===== src/rtl/tff_count_pkg.sv =====
// Shared types and step arithmetic for the T flip-flop counter controller.
// Imported by the controller; the step function is also usable by a bench model.
package tff_count_pkg;

  localparam int unsigned MAX_W = 32;

  typedef enum logic [1:0] {
    ST_IDLE = 2'd0,
    ST_RUN  = 2'd1,
    ST_DONE = 2'd2
  } state_t;

  typedef enum logic [1:0] {
    ACT_INC     = 2'd0,
    ACT_DEC     = 2'd1,
    ACT_TO_ZERO = 2'd2,
    ACT_TO_LIM  = 2'd3
  } step_act_t;

  // Up counting treats any count at or above the limit as terminal.
  function automatic step_act_t step_action(input logic [MAX_W-1:0] cnt,
                                            input logic [MAX_W-1:0] lim,
                                            input logic             up);
    if (up) return (cnt >= lim) ? ACT_TO_ZERO : ACT_INC;
    else    return (cnt == '0)  ? ACT_TO_LIM  : ACT_DEC;
  endfunction

  function automatic logic is_terminal(input step_act_t act);
    return (act == ACT_TO_ZERO) || (act == ACT_TO_LIM);
  endfunction

endpackage


===== src/rtl/tff_cell.sv =====
// One T flip-flop cell with async clear; optional async preset-to-data
// when TFF_COUNT_PRESET_EN is defined.
module tff_cell #(
  parameter logic RST_BIT = 1'b0
) (
  input  logic clk,
  input  logic clr,
`ifdef TFF_COUNT_PRESET_EN
  input  logic pre,
  input  logic pre_bit,
`endif
  input  logic t,
  output logic q
);

  logic r_q;

`ifdef TFF_COUNT_PRESET_EN
  // clr outranks pre so a combined assertion lands on the reset value.
  always_ff @(posedge clk or posedge clr or posedge pre) begin
    if (clr)      r_q <= RST_BIT;
    else if (pre) r_q <= pre_bit;
    else if (t)   r_q <= ~r_q;
  end
`else
  // NOTE: sequential state uses non-blocking assignment so every flop samples pre-edge values.
  always_ff @(posedge clk or posedge clr) begin
    if (clr)    r_q <= RST_BIT;
    else if (t) r_q <= ~r_q;
  end
`endif

  assign q = r_q;

endmodule


===== src/rtl/tff_count_ctrl.sv =====
// Controller for a bank of T flip-flops forming a mod-(limit+1) up/down counter.
// Optional async preset ports are enabled by defining TFF_COUNT_PRESET_EN.
module tff_count_ctrl
  import tff_count_pkg::*;
#(
  parameter int unsigned      WIDTH   = 4,
  parameter logic [WIDTH-1:0] RST_VAL = '0
) (
  input  logic             clk,
  input  logic             clr,
`ifdef TFF_COUNT_PRESET_EN
  input  logic             pre,
  input  logic [WIDTH-1:0] pre_val,
`endif
  input  logic             start,
  input  logic             stop,
  input  logic             dir,
  input  logic             cont,
  input  logic [WIDTH-1:0] limit,
  output logic [WIDTH-1:0] count,
  output logic             busy,
  output logic             done,
  output logic             wrap
);

  state_t           r_state;
  logic             r_dir;
  logic             r_cont;
  logic [WIDTH-1:0] r_lim;
  logic             r_busy;
  logic             r_done;
  logic             r_wrap;

  logic [WIDTH-1:0] w_q;
  logic [WIDTH-1:0] w_target;
  logic [WIDTH-1:0] w_toggle;
  logic [MAX_W-1:0] w_cnt_ext;
  logic [MAX_W-1:0] w_lim_ext;
  step_act_t        w_act;
  logic             w_term;
  logic             w_launch;

  assign w_cnt_ext = MAX_W'(w_q);
  assign w_lim_ext = MAX_W'(r_lim);
  assign w_act     = step_action(w_cnt_ext, w_lim_ext, r_dir);
  assign w_term    = is_terminal(w_act);
  assign w_launch  = ((r_state == ST_IDLE) || (r_state == ST_DONE)) && start && !stop;

  // Desired next count; the flops only ever see the XOR of this with the present count.
  always_comb begin
    // NOTE: default first so every path assigns w_target and no latch is inferred.
    w_target = w_q;
    case (r_state)
      ST_RUN: begin
        if (!stop && !(w_term && !r_cont)) begin
          case (w_act)
            ACT_INC:     w_target = w_q + WIDTH'(1);
            ACT_DEC:     w_target = w_q - WIDTH'(1);
            ACT_TO_ZERO: w_target = '0;
            ACT_TO_LIM:  w_target = r_lim;
            default:     w_target = w_q;
          endcase
        end
      end
      default: begin
        if (w_launch) w_target = dir ? '0 : limit;
      end
    endcase
  end

  assign w_toggle = w_q ^ w_target;

  always_ff @(posedge clk or posedge clr) begin
    if (clr) begin
      r_state <= ST_IDLE;
      r_dir   <= 1'b0;
      r_cont  <= 1'b0;
      r_lim   <= '0;
      r_busy  <= 1'b0;
      r_done  <= 1'b0;
      r_wrap  <= 1'b0;
    end else begin
      r_done <= 1'b0;
      r_wrap <= 1'b0;
      case (r_state)
        ST_IDLE, ST_DONE: begin
          if (w_launch) begin
            r_state <= ST_RUN;
            r_dir   <= dir;
            r_cont  <= cont;
            r_lim   <= limit;
            r_busy  <= 1'b1;
          end else begin
            r_state <= ST_IDLE;
            r_busy  <= 1'b0;
          end
        end
        ST_RUN: begin
          if (stop) begin
            r_state <= ST_IDLE;
            r_busy  <= 1'b0;
          end else if (w_term && r_cont) begin
            r_wrap <= 1'b1;
          end else if (w_term) begin
            r_state <= ST_DONE;
            r_busy  <= 1'b0;
            r_done  <= 1'b1;
          end
        end
        default: begin
          r_state <= ST_IDLE;
          r_busy  <= 1'b0;
        end
      endcase
    end
  end

  for (genvar gi = 0; gi < WIDTH; gi++) begin : g_cell
    tff_cell #(
      .RST_BIT (RST_VAL[gi])
    ) u_cell (
      .clk     (clk),
      .clr     (clr),
`ifdef TFF_COUNT_PRESET_EN
      .pre     (pre),
      .pre_bit (pre_val[gi]),
`endif
      .t       (w_toggle[gi]),
      .q       (w_q[gi])
    );
  end

  assign count = w_q;
  assign busy  = r_busy;
  assign done  = r_done;
  assign wrap  = r_wrap;

endmodule


===== config.mk =====
export PLATFORM = sky130hd
export DESIGN_NAME = tff_count_ctrl
export DESIGN_NICKNAME = d
export VERILOG_FILES = /design/src/rtl/tff_count_pkg.sv /design/src/rtl/tff_cell.sv /design/src/rtl/tff_count_ctrl.sv
export SDC_FILE = /design/constraint.sdc
export NUM_CORES = 1
export LEC_CHECK = 0
export CORE_MARGIN = 1
export CORE_UTILIZATION = 53
export DETAILED_ROUTE_END_ITERATION = 16
export PLACE_DENSITY = 0.8
export SLEW_MARGIN = 10
export SYNTH_ARGS = -nofsm -noshare
export SYNTH_HDL_FRONTEND = slang
export SYNTH_SLANG_ARGS = --single-unit

===== constraint.sdc =====
create_clock -name clk -period 4.25 [get_ports clk]
set_input_delay 0.425 -clock clk [delete_from_list [all_inputs] [get_ports clk]]
set_output_delay 0.425 -clock clk [all_outputs]
set_load 0.02 [all_outputs]

Yosys cells after proc, flatten, opt, wreduce, memory -nomap -nowiden:

Index checks and enable logic that the tools add are counted.

* output and inout port bits: 7
* bits in registers: 15
* input port bits: 10

* multiplexer cells: 25
* reductions and logical operators: 16
* equal/unequal tests: 7
* add/subtract/negate cells: 2
* bitwise operators: 5
* $lt $le $gt $ge: 1

Operators by type and width (number)
* $logic_not A32 Y1: 1
* $mux W4: 4
* $pmux W4 S4: 1
* $mux W1: 12
* $mux W2: 6
* $eq A2 B2 Y1 const B: 3
* $ne A3 B3 Y1 const B: 2
* $logic_and A1 B1 Y1: 5
* $add A4 B1 Y4 const B: 1
* $eq A2 B1 Y1 const B: 2
* $ge A4 B4 Y1: 1
* $logic_not A2 Y1: 2
* $not A1 Y1: 4
* $pmux W2 S2: 1
* $reduce_and A2 Y1: 2
* $sub A4 B1 Y4 const B: 1
* $xor A4 B4 Y4: 1
* $logic_not A1 Y1: 3
* $logic_or A1 B1 Y1: 2
* $pmux W1 S2: 1
* $reduce_or A2 Y1: 1

Longest topological paths before layout:

Gate-level depths: netlist (run 1).

* depth in word-level cells: 11
* depth in mapped cells: 9
* mapped depth without buffers: 9

Cells and area by module:

From an unflattened synthesis (run 1), not the netlist that was laid out.

* cells, all modules: 117
* area, all modules: 1103.6 µm²

Modules (own cells, without submodules)
* tff_count_ctrl: area an instance 953.4 µm², cells an instance 105, times used 1
* tff_cell: area an instance 37.5 µm², cells an instance 3, times used 4

Worst setup path after synthesis (run 1):

Ideal clock, no wire load.

* path kind: register to register
* start point: register g_cell[0].u_cell.r_q
* end point: register g_cell[3].u_cell.r_q
* arrival time: 2.649 ns
* slack: 1.514 ns
* setup time: 0.087 ns
* period minus slack after synthesis: 2.736 ns
* buffers on the path: 0
* cell stages (with the launch flop): 10
* required time: 4.163 ns
* path through: dfrtp_1 or4_4 nand2_4 inv_1 ha_1 a2111oi_0 o21ai_0 o2bb2ai_1 mux2_4 a211oi_2

* longest elaborated chain between the ends: 11
* elaborated cells on any way between the ends: 19

Ends and longest elaborated chain
* from (decl): RTL line tff_cell.sv:16 `logic r_q;`
* from (signal assigned): RTL line tff_cell.sv:29 `else if (t) r_q <= ~r_q;`
* $ge A4 B4 Y1 or $logic_not A32 Y1 (tied branches): RTL line tff_count_pkg.sv:24, tff_count_pkg.sv:25
* $mux W2, on equally long branches: RTL line tff_count_pkg.sv:24, tff_count_pkg.sv:25
* $mux W2: RTL line tff_count_pkg.sv:24 `if (up) return (cnt >= lim) ? ACT_TO_ZERO : ACT_INC;`
* $eq A2 B2 Y1: RTL line tff_count_pkg.sv:29, tff_count_ctrl.sv:56
* $logic_or A1 B1 Y1: RTL line tff_count_pkg.sv:29 `return (act == ACT_TO_ZERO) || (act == ACT_TO_LIM);`
* $logic_and A1 B1 Y1: RTL line tff_count_ctrl.sv:55 `if (!stop && !(w_term && !r_cont)) begin`
* $logic_not A1 Y1: RTL line tff_count_ctrl.sv:55
* $logic_and A1 B1 Y1: RTL line tff_count_ctrl.sv:55
* $mux W4 (*): RTL line tff_count_ctrl.sv:55
* $mux W4 (*): RTL line tff_count_ctrl.sv:53 `case (r_state)`
* $xor A4 B4 Y4 (*): RTL line tff_count_ctrl.sv:71 `assign w_toggle = w_q ^ w_target;`
* to (signal assigned): RTL line tff_cell.sv:29
* to (decl): RTL line tff_cell.sv:16

Mark *: on every way between the ends. The rest lies on a longest branch, timed or not.
A chain may end at the register's enable or synchronous reset.

Worst setup path after layout (run 1):

Same ends and word-level chain as after synthesis.

==> reports/summary.txt, run 1 <==
clock buffer depth = 2
Clk network pwr share = 0.121
CTS tree = built
Comb pwr share = 0.533
flop2flop setup slack = 1320 ps
hold path start = busy
share of layout cells above drive strength 1 = 0.153
Die Y-Extent = 45.5 um
htree depth = 1
Syn Nets = 120
Fin. Hold Viols = 0
required time of the worst setup path = 4460 ps
initial antenna violation count = 0
fin crit share = 0.689
GRT met3 Usage = 0.0437
Worst Setup Start Kind = flip-flop
GRT Util Overall = 0.239
Setup violations, final = 0
main combinational cell family by area after synthesis = compound AO/OA/AOI/OAI gates
port bufs = 16
switching power = 0.292 mW
FP Rows = 15
largest net degree at the start of global routing = 18
Starting DRT DRC Count = 22
Post-DP HPWL = 1550 um
GR Util met2 = 0.360
clock skew = 4.01 ps
worst hold slack = 488 ps
clk sinks = 15
synth unique cells = 41
Initial Util = 0.574
Synth Area in Adders = 0.0824
switch share = 0.426
grt total ovfl = 0
clock slew at reported path FFs = 90 ps
leakage power = 0.520 nW
Hold Crit Class = flip-flop to flip-flop
gpl congestion = 0.882
Reg2Reg Launch Point = g_cell[0].u_cell.q
power density over the cells = 582 mW/mm^2
number of I/O pins = 17
Max IR drop VDD = 0.306 mV
Worst Path Arrival = 3140 ps
CTS resizes = 0
Setup Buffers After CTS = 0
Fillers = 145
Internal Dissipation = 0.394 mW
max-slew violations = 0
Crit Path Max Fanout = 8
drt pass-1 iters = 4
diodes inserted = 0
Core ar. = 0.00175 mm^2
sequential share of power = 0.345
RSZ-0062 raised after global routing = false
post-synthesis cell area = 0.00100 mm^2
Hold Path Stages = 1
Tightest Pin Transition = 576 ps
R2R Path End = g_cell[3].u_cell.q
CTS Buf Count = 3
Via density = 5.84
post-synthesis instance total = 104
Synth Area in Simple Gates = 0.189
vias in the first global route = 772
WL per Instance = 14.3 um
Post-Synth XOR/XNOR Area = 0.00874
Die W = 45.5 um
CTS Root Buffer Type = clkbuf_4
Synth Register Bits = 15
first-pass GRT wire length = 3450 um
min Tclk post-route = 2930 ps
Residual DRC = 0
met1 Resource Use GR = 0.327
Synth-to-Final Area Change = 17.7%
CP Class = flip-flop to flip-flop
Max Clk Rate = 342 MHz
CP Capture Type = flip-flop
# hold bufs at CTS = 0
mux contribution to synthesized area = 0.0375
nets = 135
Post-synth EDFFs = 0
compound-gate portion of the synthesized area = 0.207
gr busiest metal = met2
max-cap violation count = 0
Worst Hold Endpoint = busy
post-synthesis sequential area ratio = 0.375
Detail Route Antenna Nets = 0
Primary FF master, synth = dfrtp_1
average cell area after synthesis = 9.64 um^2
Routed WL = 2040 um
FFs w/ async S/R, synth = 1.00
Synth warnings = 0
TNS Setup = 0 ps
clk_lat worst skew = 290 ps
Slew HR = 0.615
vias = 835
reg2reg path depth = 9
die outline area = 0.00207 mm^2
status = finished clean
cell type report:
cell class                      instances  area, um^2  area share
Timing Repair Buffer                   17         168       0.142
Inverter                               13        48.8      0.0414
Clock buffer                            4        26.3      0.0223
Sequential cell                        15         375       0.318
Multi-Input combinational cell         69         531       0.450
Tap cell                               25        31.3      0.0265
routing by layer:
layer	part of all wire	up-vias	wire, um
met4	0.019	0	39
met5	0	-	0
met2	0.45	35	927
met3	0.065	5	132
li1	-	396	-
met1	0.46	399	939
synthesized netlist by cell type, types with 2 or more instances:
| cell type | n | area [um^2] |
|---|---|---|
| buf_4 | 4 | 30.0 |
| a21oi_1 | 5 | 25.0 |
| nor4_1 | 2 | 12.5 |
| nor2_1 | 3 | 11.3 |
| dfrtp_1 | 15 | 375 |
| mux2_2 | 2 | 22.5 |
| ha_1 | 5 | 62.6 |
| a211oi_1 | 2 | 15.0 |
| o21ai_0 | 10 | 50.1 |
| and2_1 | 2 | 12.5 |
| inv_1 | 13 | 48.8 |
| nand3b_1 | 2 | 15.0 |
| nor4b_1 | 2 | 17.5 |
| o2bb2ai_1 | 3 | 26.3 |
| nand2_1 | 7 | 26.3 |
| a31oi_1 | 2 | 12.5 |
cell families (layout without fill, tap and decap cells):
family / count (synthesis) / in the layout
flops: 15 / 15
buf+inv: 20 / 34
fa+ha+maj: 6 / 6
xor+xnor: 1 / 1
simple gates: 28 / 28
compound gates: 31 / 31
mux: 3 / 3
cells in the final DEF, fill, tap and decap left out, types with 2 or more instances in the layout:
cell and n:
ha_1 5, dfrtp_1 15, a31oi_1 2, o21ai_0 10
clkbuf_4 3, nor4b_1 2, o2bb2ai_1 3, nand3b_1 2
nor4_1 2, inv_1 13, nor2_1 3, and2_1 2
a21oi_1 5, a211oi_1 2, nand2_1 7, clkdlybuf4s50_1 16
mux2_2 2
metrics by stage:
stage	setup WS, ps	area, um^2	utilization	cells	power, mW
detailed placement	1340	1150	0.661	139	0.603
floorplan	1510	1000	-	104	0.513
finish	1320	1180	0.676	143	0.686
global placement	1400	1150	0.661	139	0.587
CTS	1320	1180	0.676	143	0.688
global route	1040	1180	0.676	143	0.747
worst max-delay path by stage:
stage	from	end	cells past startpoint
CTS	g_cell[0].u_cell.q	g_cell[3].u_cell.q	9
floorplan	g_cell[0].u_cell.q	g_cell[3].u_cell.q	9
finish	g_cell[0].u_cell.q	g_cell[3].u_cell.q	9
global placement	g_cell[0].u_cell.q	g_cell[3].u_cell.q	9
global route	g_cell[0].u_cell.q	g_cell[3].u_cell.q	9
detailed placement	g_cell[0].u_cell.q	g_cell[3].u_cell.q	9
critical path, stage by stage (launching register included):
cell and delay (ps):
dfrtp_1 490, or4_4 610, nand2_4 120, inv_1 80, ha_1 290, a2111oi_0 480
o21ai_0 170, o2bb2ai_1 160, mux2_4 260, a211oi_2 200
power groups by stage:
stage	sequential (mW)	combinational, mW	clock, mW
global route	0.245	0.409	0.0934
finish	0.237	0.366	0.0831
detailed placement	0.238	0.364	0
CTS	0.235	0.367	0.0864
global placement	0.236	0.351	0
floorplan	0.226	0.287	0
sequential cells by signal (all words and copies together) (netlist names):
register / cells
wrap: 1
done: 1
r_dir: 1
r_state: 2
r_lim: 4
busy: 1
r_cont: 1
g_cell.u_cell.q: 4
(Power assumes the default switching activity.)
==> inputs of run 2 (changes only) <==
CORE_UTILIZATION = 46   (was 53)
PLACE_DENSITY = 0.74   (was 0.8)
clock period = 2.6 ns   (was 4.25 ns; I/O delays follow)
==> run 2 against run 1 <==
Against the previous run: sequential share of layout area down 2.2 points; first-iteration DRC count down 18%; power up 83%; final area up 7.7%.
==> reports/summary.txt, run 2 (same netlist as run 1, synthesis figures left out) <==
Worst Path Arrival = 2700 ps (-440 ps)
required time of the worst setup path = 2810 ps (-1650 ps)
commonest non-fill, non-tap cell in the layout = clkdlybuf4s50_1
Routed WL = 2120 um (+3.8%)
number of I/O pins = 17 (unchanged)
Worst Setup Start Kind = flip-flop
R2R Path End = g_cell[3].u_cell.q
clock buffer depth = 2 (unchanged)
drt pass-1 iters = 4 (unchanged)
Setup violations, final = 0 (unchanged)
Hold Crit Class = primary input to async pin
initial antenna violation count = 0 (unchanged)
fin crit share = 0.956 (+0.267)
Crit Path Max Fanout = 3 (-5)
Die W = 48.7 um (+7.0%)
clock skew = 3.36 ps (-0.649 ps)
Core ar. = 0.00200 mm^2 (+15%)
gpl congestion = 0.866 (-1.9%)
Starting DRT DRC Count = 18 (-18%)
FP Rows = 16 (+1)
CTS tree = built
multi-input logic area = 562 um^2 (+5.9%)
reg2reg path depth = 9 (unchanged)
worst hold slack = 307 ps (-181 ps)
min Tclk post-route = 2490 ps (-442 ps)
Via density = 5.51 (-5.6%)
Initial Util = 0.501 (-0.0736)
grt total ovfl = 0 (unchanged)
Post-DP HPWL = 1560 um (+0.86%)
clk_lat worst skew = 300 ps (about the same)
Tightest Pin Transition = 572 ps (-4.48 ps)
clock slew at reported path FFs = 100 ps (about the same)
Power Total = 1.26 mW (+83%)
Internal Dissipation = 0.733 mW (+86%)
TNS Setup = 0 ps (unchanged)
Die Y-Extent = 48.7 um (+7.0%)
Comb pwr share = 0.613 (+0.080)
clk sinks = 15 (unchanged)
max-cap violation count = 0 (unchanged)
Slew HR = 0.618 (+0.00299)
die outline area = 0.00237 mm^2 (+15%)
RSZ-0062 raised after global routing = true
power density over the cells = 989 mW/mm^2 (+70%)
sequential share of power = 0.274 (-0.071)
nets = 142 (+5.2%)
Reg2Reg Launch Point = g_cell[2].u_cell.q
Detail Route Antenna Nets = 0 (unchanged)
Max Clk Rate = 402 MHz (+18%)
Residual DRC = 0 (unchanged)
Max IR drop VDD = 0.613 mV (+100%)
CP Capture Type = flip-flop
first-pass GRT wire length = 3480 um (+0.99%)
Fin. Hold Viols = 0 (unchanged)
vias = 838 (+0.36%)
htree depth = 1 (unchanged)
switch share = 0.417 (-0.00913)
CP Class = flip-flop to flip-flop
flop2flop setup slack = 110 ps (-1210 ps)
CTS Root Buffer Type = clkbuf_4
diodes inserted = 0 (unchanged)
port bufs = 16 (unchanged)
CTS Buf Count = 3 (unchanged)
share of layout cells above drive strength 1 = 0.240 (+0.0875)
GRT Util Overall = 0.192 (-0.0471)
register area = 377 um^2 (+0.33%)
vias in the first global route = 765 (-0.91%)
Synth-to-Final Area Change = 26.8%
WL per Instance = 13.9 um (-2.3%)
leakage power = 0.556 nW (+7.0%)
status = finished clean
largest net degree at the start of global routing = 21 (+3)
Clk network pwr share = 0.113 (-0.008)
most frequent cells in the layout = 16 x clkdlybuf4s50_1, 14 x dfrtp_1, 12 x inv_1
max-slew violations = 0 (unchanged)
# hold bufs at CTS = 0 (unchanged)
Fillers = 163 (+12%)
switching power = 0.524 mW (+79%)
run 2: cell count changes in the layout (fill, tap and decap cells not counted), sizes merged:
cell	change
buf	+7
clkinv	+1
clkbuf	-1
run 2: worst max-delay path by stage:
stage	depth (start not counted)	slack, ps	start	to
after global placement	9	50	g_cell[0].u_cell.q	g_cell[3].u_cell.q
after global routing	9	-30	g_cell[2].u_cell.q	g_cell[3].u_cell.q
final	9	110	g_cell[2].u_cell.q	g_cell[3].u_cell.q
after detailed placement	9	-40	g_cell[0].u_cell.q	g_cell[3].u_cell.q
after CTS	9	50	g_cell[0].u_cell.q	g_cell[3].u_cell.q
after floorplan	9	30	g_cell[0].u_cell.q	g_cell[3].u_cell.q
run 2: layout make-up:
class                   count  area share
clock buffers               3      0.0177
clock inverters             1     0.00394
inverters                  13      0.0404
multi-input cells          69       0.442
flip-flops and latches     15       0.296
well taps                  27      0.0266
repair buffers             24       0.173
run 2: what timing repair did:
item | 4_1_cts | 5_1_grt
gates resized for setup | 2 | 2
pin swaps | 0 | 5
setup endpoints to repair | 1 | 1
cloned | 0 | 0
setup buffers | 0 | 3
endpoints found under the hold margin | 0 | 0
run 2: per-layer routing:
| layer | vias to the layer above | part of all wire | track usage |
|---|---|---|---|
| met3 | 4 | 0.036 | 0.0189 |
| met1 | 408 | 0.47 | 0.258 |
| met4 | 0 | 0.017 | 0.103 |
| li1 | 405 | - | - |
| met2 | 21 | 0.47 | 0.306 |
| met5 | - | 0 | 0 |
run 2: power groups by stage:
stage | combinational, mW | sequential, mW | clock, mW
after global placement | 0.680 | 0.343 | 0
final | 0.771 | 0.344 | 0.142
after CTS | 0.740 | 0.344 | 0.147
after floorplan | 0.481 | 0.376 | 0
after detailed placement | 0.693 | 0.347 | 0
after global routing | 0.846 | 0.353 | 0.156
run 2: critical path, stage by stage, from the launching register on:
cell and delay [ps]:
dfrtp_1 390, or4_4 580, nand2_4 100, inv_4 50, ha_4 220, a2111oi_4 370
o21ai_1 110, o2bb2ai_1 130, mux2_4 260, a211oi_2 180
run 2: through the flow:
stage               area (um^2)  worst slack (ps)   util  instances
global route               1270             -25.7  0.635        152
detailed placement         1190             -38.0  0.596        145
global placement           1190              48.1  0.596        145
finish                     1270               114  0.635        152
floorplan                  1010              34.6      -        104
CTS                        1250              47.0  0.623        149
